**config.mk**
```make
export PLATFORM = sky130hd
export DESIGN_NAME = mul_unit
export DESIGN_NICKNAME = d
export VERILOG_FILES = /design/src/rtl/mul_unit.sv
export SDC_FILE = /design/constraint.sdc
export NUM_CORES = 1
export LEC_CHECK = 0
export CAP_MARGIN = 25
export CORE_MARGIN = 4
export CORE_UTILIZATION = 45
export DETAILED_ROUTE_END_ITERATION = 12
export PLACE_DENSITY = 0.81
export SLEW_MARGIN = 10
export SYNTH_ARGS = -nofsm -noshare
export SYNTH_HDL_FRONTEND = slang
export SYNTH_SLANG_ARGS = --single-unit
```
**constraint.sdc**
```tcl
create_clock -name clk -period 8.95 [get_ports clk]
set_clock_uncertainty 0.1 [all_clocks]
set_input_delay 1.3425 -clock clk [delete_from_list [all_inputs] [get_ports clk]]
set_output_delay 1.3425 -clock clk [all_outputs]
set_load 0.02 [all_outputs]
```
**src/rtl/mul_unit.sv**
```systemverilog
// Sequential shift-add multiplier for mult/multu; full product lands in HI/LO after WIDTH cycles.
// Optional macro MUL_SIGNED_EN adds signed_op and a FIX cycle that applies the product sign.
module mul_unit #(
   parameter int WIDTH = 32,
   parameter int CNT_W = 6
) (
   input  logic             clk,
   input  logic             reset,
   input  logic             start,
`ifdef MUL_SIGNED_EN
   input  logic             signed_op,
`endif
   input  logic [WIDTH-1:0] a,
   input  logic [WIDTH-1:0] b,
   input  logic             lohi,
   output logic             busy,
   output logic             done,
   output logic [WIDTH-1:0] hi,
   output logic [WIDTH-1:0] lo,
   output logic [WIDTH-1:0] result
);

`ifdef MUL_SIGNED_EN
   typedef enum logic [1:0] {IDLE = 2'd0, RUN = 2'd1, FIX = 2'd2} state_t;
`else
   typedef enum logic [1:0] {IDLE = 2'd0, RUN = 2'd1} state_t;
`endif

   state_t               state_r;
   logic [2*WIDTH-1:0]   acc_r;
   logic [2*WIDTH-1:0]   acc_next_s;
   logic [WIDTH-1:0]     mcand_r;
   logic [CNT_W-1:0]     cnt_r;
   logic [WIDTH:0]       sum_s;
   logic                 sop_s;
`ifdef MUL_SIGNED_EN
   logic                 neg_r;
   logic [2*WIDTH-1:0]   fixed_s;

   assign sop_s = signed_op;
`else
   assign sop_s = 1'b0;
`endif

   // Two's-complement magnitude of an operand when a signed operation is requested.
   function automatic logic [WIDTH-1:0] magnitude(input logic [WIDTH-1:0] v, input logic en);
      if (en && v[WIDTH-1]) begin
         return ~v + {{(WIDTH-1){1'b0}}, 1'b1};
      end else begin
         return v;
      end
   endfunction

   // One shift-add step: carry of the upper-half add is shifted back into the product.
   always_comb begin
      sum_s = {1'b0, acc_r[2*WIDTH-1:WIDTH]};
      if (acc_r[0]) begin
         sum_s = {1'b0, acc_r[2*WIDTH-1:WIDTH]} + {1'b0, mcand_r};
      end else begin
         sum_s = {1'b0, acc_r[2*WIDTH-1:WIDTH]};
      end
      acc_next_s = {sum_s, acc_r[WIDTH-1:1]};
   end

`ifdef MUL_SIGNED_EN
   // Sign correction of the unsigned product for the FIX cycle.
   always_comb begin
      fixed_s = acc_r;
      if (neg_r) begin
         fixed_s = ~acc_r + {{(2*WIDTH-1){1'b0}}, 1'b1};
      end else begin
         fixed_s = acc_r;
      end
   end
`endif

   // Control FSM with datapath registers; HI/LO only change on the commit edge.
   always_ff @(posedge clk or negedge reset) begin
      if (!reset) begin
         state_r <= IDLE;
         acc_r   <= '0;
         mcand_r <= '0;
         cnt_r   <= '0;
         busy    <= 1'b0;
         done    <= 1'b0;
         hi      <= '0;
         lo      <= '0;
`ifdef MUL_SIGNED_EN
         neg_r   <= 1'b0;
`endif
      end else begin
         case (state_r)
            IDLE: begin
               done <= 1'b0;
               if (start) begin
                  mcand_r <= magnitude(a, sop_s);
                  acc_r   <= {{WIDTH{1'b0}}, magnitude(b, sop_s)};
                  cnt_r   <= '0;
                  busy    <= 1'b1;
                  state_r <= RUN;
`ifdef MUL_SIGNED_EN
                  neg_r   <= sop_s & (a[WIDTH-1] ^ b[WIDTH-1]);
`endif
               end
            end
            RUN: begin
               acc_r <= acc_next_s;
               cnt_r <= cnt_r + {{(CNT_W-1){1'b0}}, 1'b1};
               if (cnt_r == CNT_W'(WIDTH-1)) begin
`ifdef MUL_SIGNED_EN
                  state_r <= FIX;
`else
                  hi      <= acc_next_s[2*WIDTH-1:WIDTH];
                  lo      <= acc_next_s[WIDTH-1:0];
                  done    <= 1'b1;
                  busy    <= 1'b0;
                  state_r <= IDLE;
`endif
               end
            end
`ifdef MUL_SIGNED_EN
            FIX: begin
               hi      <= fixed_s[2*WIDTH-1:WIDTH];
               lo      <= fixed_s[WIDTH-1:0];
               done    <= 1'b1;
               busy    <= 1'b0;
               state_r <= IDLE;
            end
`endif
            default: begin
               state_r <= IDLE;
               busy    <= 1'b0;
               done    <= 1'b0;
            end
         endcase
      end
   end

   assign result = lohi ? hi : lo;

endmodule

```
==> key figures, run 1 <==
Status
  – Status: finished, final reports clean

Synthesis
  – Yosys top cell area share: 45.8%
  – Post-synth top cells: nand2_1, dfrtp_1, mux2i_1
  – Post-synth ARST share: 100%
  – Top FF cell, synth: dfrtp_1
  – Unique masters post-synth: between 60 and 70
  – Cell Area, Synth: between 9000 and 10000 sq um
  – FF+latch count, synth: between 150 and 200
  – Post-Synthesis Cells: 982
  – Syn_area_per_cell: between 9 and 10 sq um
  – EDFF count, synth: 0
  – Sequential area share after synthesis: 45.8%
  – Top post-synthesis cells by area: dfrtp_1, nand2_1, mux2i_1, mux2_2, ha_1
  – Mapped Nets: around 1100
  – Cell taking the most area after synthesis: dfrtp_1
  – Most frequent cell after synthesis: nand2_1
  – Synth warn: 0

Route
  – Final wirelength: 23800 microns
  – Vias/cell: 5.40
  – Antenna-violating nets left: 0
  – Wire length per cell: 17.1 microns
  – DR vias: between 7000 and 8000
  – Detailed Route Iter0 Violations: between 300 and 400
  – Drt drc: 0
  – First drt pass iteration count: 5

GRT
  – First-pass GRT wire length: 38700 microns
  – Met1 Resource Use GR: 26.9%
  – M3 GR Usage: about 5.3%
  – Initial antenna violation count: 0
  – Remaining Overflow, GRT: 0
  – Vias in the first global route: around 7700
  – Met2 Usage GRT: between 30 and 40%
  – Largest net degree at the start of global routing: 97
  – GRT Max-Usage Layer: met2
  – Global-route usage over all layers: 21.3%

Floorplanning
  – Initial core utilization: 46.4%
  – Core ar.: between 15000 and 20000 sq um
  – Die X: approximately 150 microns
  – Die ar.: between 20000 and 25000 sq um
  – Rows: between 50 and 60
  – Die H: 151 microns
  – IO Pins: 166

Pwr
  – Switching power: 2100 uW
  – Overall power: 4830 uW
  – Switch share: 43.6%
  – Combinational share of power: 54.3%
  – Sequential group share of total power: 30.1%
  – P_leak: 0.00559 uW
  – Peak supply drop: 0.232 mV
  – Internal power: 2720 uW
  – Clock network power share: 15.6%
  – P per Cell Area: 416 nW/um^2

Worst setup path
  – CP Class: in2out
  – Setup slack, reg-to-reg: roughly 5.7 ns
  – Crit-path max FO: 32
  – Arrival time of the worst setup path: 3.16 ns
  – Worst setup SP type: input port
  – CP Capture Type: output port
  – Worst endpoint required time: between 7 and 8 ns

Timing
  – Setup TNS: 0 ns
  – Final hold violation count: 0
  – RSZ-0062 raised after global routing: false
  – Final setup vio count: 0
  – Crit path time final: between 4 and 5 ns
  – Least-Margin Pin Slew: 1.02 ns
  – Final Slew Violations: 0
  – Fmax: 217 MHz
  – Final cycle utilization of the critical path: 51.4%
  – Rel. slew slack: 32.3%

Place
  – IO buf count: 165
  – GPL Wtd Cong: 0.871
  – Post-DP Area: 11000 sq um
  – Final HPWL DP: 16900 microns

Clocking
  – CTS tree: yes
  – Worst-skew pair later-pin latency: 0.43 ns
  – Post-CTS Resized: 0
  – Root Driver: clkbuf_16
  – CTS max path bufs: 2
  – Hold_buf cts: 0
  – Total CTS buffers: 17
  – CTS sink count: 168
  – Clk pin slew, worst setup/hold paths: 0.07 ns
  – Post-CTS Setup Bufs: 0
  – H-tree depth: 4

Cells and area
  – Diodes inserted: 0
  – Nets: 1216
  – Share of layout cells above drive strength 1: 9.41%
  – Post-layout instance area: 11600 sq um
  – Syn-to-layout area delta: 26.6%

Hold path
  – Worst hold path type: reg2reg

Flow run
  – Number of max-cap violations: 0
==> layout by cell type (no fill, tap or decap), types with 3 or more instances in the layout <==
cell and n:
a211oi_1 4, a21o_1 18, a21oi_1 41, a22o_1 4
a311oi_1 3, a31oi_1 3, and3_1 3, buf_4 9
clkbuf_16 17, clkdlybuf4s50_1 163, dfrtp_1 166, ha_1 33
inv_1 9, inv_6 5, inv_8 5, mux2_2 43
mux2i_1 73, nand2_1 280, nand2b_1 29, nand3_1 10
nand4_1 6, nor2_1 25, nor2b_1 6, nor3_1 5
nor3b_1 5, o21a_1 4, o21ai_0 71, o21ai_1 3
o21bai_1 6, xnor2_1 18, xor2_1 9
==> layout make-up <==
| class | count | area, sq um |
|---|---|---|
| clock inverter | 15 | 179 |
| fill | 1735 | 8170 |
| tap | 265 | 332 |
| clock buffer | 17 | 425 |
| sequential | 168 | 4210 |
| timing repair buffer | 175 | 1740 |
| inverter | 9 | 33.8 |
| multi-input combinational | 743 | 4690 |
==> power by group through the flow <==
| stage | logic (uW) | registers [uW] | clock network, uW |
|---|---|---|---|
| floorplan | 1700 | 1490 | 0 |
| global route | 2910 | 1500 | 801 |
| CTS | 2630 | 1460 | 764 |
| global placement | 2560 | 1450 | 0 |
| detailed placement | 2620 | 1470 | 0 |
| finish | 2620 | 1450 | 754 |
==> critical path: stages <==
cell             delay [ns]
clkdlybuf4s50_1        0.45
buf_4                  0.41
mux2_2                 0.39
clkdlybuf4s50_1        0.55
==> sequential cells by signal (all words and copies together) (netlist names) <==
name and cells:
busy 1, cnt_r 6, hi 32, done 1, acc_r 64, mcand_r 32, lo 32
==> cells by family (layout without fill, tap and decap cells) <==
kind of cell / count (synthesis) / count (layout) / synth area share, %
compound gates: 183 / 183 / 12.5
xor+xnor: 27 / 27 / 2.58
fa+ha+maj: 34 / 34 / 4.72
buf+inv: 71 / 216 / 3.04
flops: 168 / 168 / 45.8
mux: 118 / 118 / 13.6
simple gates: 381 / 381 / 17.8
==> metal layers <==
metal	vias to the layer above	share of wire [%]
met5	-	0
met4	0	1.3
met3	28	5.5
met2	188	51
met1	3659	42
li1	3638	-
==> path summary, 6_finish.rpt <==
| check | start | depth (start not counted) | endpoint |
|---|---|---|---|
| min in group asynchronous | reset | 1 | mcand_r[2] |
| max in group asynchronous | reset | 3 | busy |
| worst max register to register | acc_r[32] | 11 | hi[23] |
| worst min-delay path | mcand_r[11] | 2 | mcand_r[11] |
| worst max-delay path | lohi | 4 | result[18] |
| worst min register to register | mcand_r[11] | 2 | mcand_r[11] |
==> through the flow <==
stage | util [%] | hold slack, ns | setup slack (ns) | cells
after floorplan | - | 0.350 | 5.22 | 982
after global placement | 55.5 | 0.365 | 4.40 | 1359
after detailed placement | 55.5 | 0.371 | 4.36 | 1359
after CTS | 58.6 | 0.390 | 4.36 | 1391
after global routing | 58.7 | 0.414 | 4.29 | 1392
final | 58.7 | 0.388 | 4.35 | 1392
No activity file was read; power rests on OpenSTA's default activity.
==> run 2, diff against run 1 <==
- clock period: 8.95 -> 4.47 ns (I/O delays scaled with it)
==> run 2 against run 1 <==
  * Register-to-register slack got worse by 4.6 ns
  * Die area unchanged
  * Utilization about the same
  * First-iteration DRC count increased by 9.5%
  * Critical path depth increased by 7
  * Via count decreased by 0.13%
  * Worst hold slack got worse by 0.22 ns
  * Sequential share of layout area about the same
  * Clock-buffer cell count increased by 1
  * Global-route usage about the same
  * Clock power increased by 95%
  * Critical endpoint is now acc_r[61]
  * Largest power group unchanged
==> key figures, run 2 (synthesis results as in run 1) <==
GRT
  – Largest net degree at the start of global routing: 81
  – Remaining Overflow, GRT: 0
  – Met2 Usage GRT: 37.2%
  – Initial antenna violation count: 1
  – Vias in the first global route: 7620
  – First-pass GRT wire length: ~39000 microns
  – Global-route usage over all layers: about a fifth
  – Met1 Resource Use GR: between 20% and 30%
  – GRT Max-Usage Layer: met2
  – M3 GR Usage: 4.15%

Floorplanning
  – Core ar.: slightly below 20000 sq um
  – Die X: 151 microns
  – Rows: slightly above 50
  – Die H: 151 microns
  – Initial core utilization: a little under half
  – IO Pins: about 170
  – Die ar.: 22700 sq um

Worst setup path
  – Max incr delay on CP: 0.46 ns
  – Crit path from: acc_r[32]
  – Worst setup SP type: flop
  – RR Startpoint: acc_r[32]
  – Setup slack, reg-to-reg: between 1 and 1.5 ns
  – CP Class: reg2reg
  – Worst path slowest cell: a311oi_1
  – Worst endpoint required time: 4.66 ns
  – CP Capture Type: flop
  – Bufs and invs on worst path: 0
  – CP delay by family, top: compound AO/OA/AOI/OAI gates
  – Arrival time of the worst setup path: 3.49 ns
  – CP cell instances: ha_1 -> fa_1 -> a211oi_2 -> nor2_1 -> o211ai_2 -> o21ai_1 -> and4b_1 -> o21ai_0 -> a21oi_1 -> a311oi_1 -> mux2i_1
  – Crit-path max FO: 4

Route
  – Detailed Route Iter0 Violations: 404
  – Wire length per cell: 17.1 microns
  – Final wirelength: 23800 microns
  – DR vias: 7503
  – First drt pass iteration count: 4
  – Vias/cell: 5.38
  – Drt drc: 0
  – Antenna-violating nets left: 0

Hold path
  – Worst hold path type: in2async

Pwr
  – Peak supply drop: 0.399 mV
  – Internal power: 5450 uW
  – Switching power: between 4000 and 5000 uW
  – P per Cell Area: 830 nW/um^2
  – Combinational share of power: around 54%
  – Clock network power share: 15.3%
  – P_leak: 0.00559 uW
  – Sequential group share of total power: 30.5%
  – Switch share: 43.4%

Clocking
  – Hold_buf cts: 0
  – Clk pin slew, worst setup/hold paths: 0.07 ns
  – Worst-skew pair later-pin latency: 0.43 ns
  – Post-CTS Resized: 0
  – CTS sink count: 168
  – Total CTS buffers: 17
  – H-tree depth: 4
  – CTS tree: yes
  – CTS max path bufs: 2
  – Root Driver: clkbuf_16
  – Post-CTS Setup Bufs: 0

Cells and area
  – Share of layout cells above drive strength 1: 9.48%
  – Nets: approximately 1200
  – Most frequent cells in the layout: nand2_1, dfrtp_1, clkdlybuf4s50_1
  – Commonest non-fill, non-tap cell in the layout: nand2_1
  – Syn-to-layout area delta: 26.5%
  – Most flops, register: acc_r
  – Diodes inserted: 0
  – Post-layout instance area: about 12000 sq um
  – Max reg flops: 64

Timing
  – RSZ-0062 raised after global routing: false
  – Least-Margin Pin Slew: 0.767 ns
  – Fmax: 303 MHz
  – Final setup vio count: 0
  – Rel. slew slack: 48.8%
  – Crit path time final: 3.30 ns
  – Final cycle utilization of the critical path: ~74%
  – Setup TNS: 0 ns
  – Final Slew Violations: 0
  – Final hold violation count: 0

Place
  – GPL Wtd Cong: 0.933
  – Post-DP Area: 11000 sq um
  – IO buf count: 165
  – Final HPWL DP: 17400 microns

Flow run
  – Number of max-cap violations: 0

Status
  – Status: finished, final reports clean
[run 2: path summary, 6_finish.rpt]
check | to | depth (start not counted)
worst max-delay path | acc_r[61] | 11
min in group clk | mcand_r[29] | 2
max in group asynchronous | hi[17] | 2
worst max register to register | acc_r[61] | 11
worst min register to register | mcand_r[29] | 2
worst min-delay path | mcand_r[2] | 1
[run 2: worst reg2reg max path, cell delays in order (launching register included)]
cell,delay (ns)
dfrtp_1,0.41
ha_1,0.24
fa_1,0.44
a211oi_2,0.24
nor2_1,0.12
o211ai_2,0.24
o21ai_1,0.18
and4b_1,0.26
o21ai_0,0.23
a21oi_1,0.11
a311oi_1,0.46
mux2i_1,0.14
[run 2: area by class of cell]
class | count | area (sq um)
Sequential cell | 168 | 4210
Inverter | 9 | 33.8
Timing Repair Buffer | 177 | 1750
Clock buffer | 18 | 429
Tap cell | 265 | 332
Multi-Input combinational cell | 743 | 4690
Clock inverter | 14 | 155
Fill cell | 1708 | 8180
[run 2: stage by stage]
stage	hold slack [ns]	instances	power [uW]	worst slack (ns)	utilization (%)
after floorplan	0.275	982	6390	1.59	-
after global placement	0.367	1361	8020	1.27	55.6
after detailed placement	0.365	1361	8160	1.24	55.6
after CTS	0.204	1393	9680	1.23	58.6
after global routing	0.233	1394	10400	0.931	58.7
final	0.172	1394	9640	1.17	58.7
[run 2: power by group through the flow]
stage | logic (uW) | clock network, uW | registers, uW
3_3_place_gp | 5030 | 0 | 2990
3_5_place_dp | 5140 | 0 | 3020
5_1_grt | 5800 | 1560 | 3030
4_1_cts | 5180 | 1500 | 3000
2_1_floorplan | 3410 | 0 | 2980
6_report | 5230 | 1470 | 2930
[run 2: per-layer routing]
| layer | routed length [microns] | vias to the layer above | share of wire, % |
|---|---|---|---|
| met2 | 11900 | 232 | 50 |
| met4 | 393 | 0 | 1.7 |
| met5 | 0 | - | 0 |
| li1 | - | 3639 | - |
| met1 | 10200 | 3604 | 43 |
| met3 | 1320 | 28 | 5.6 |
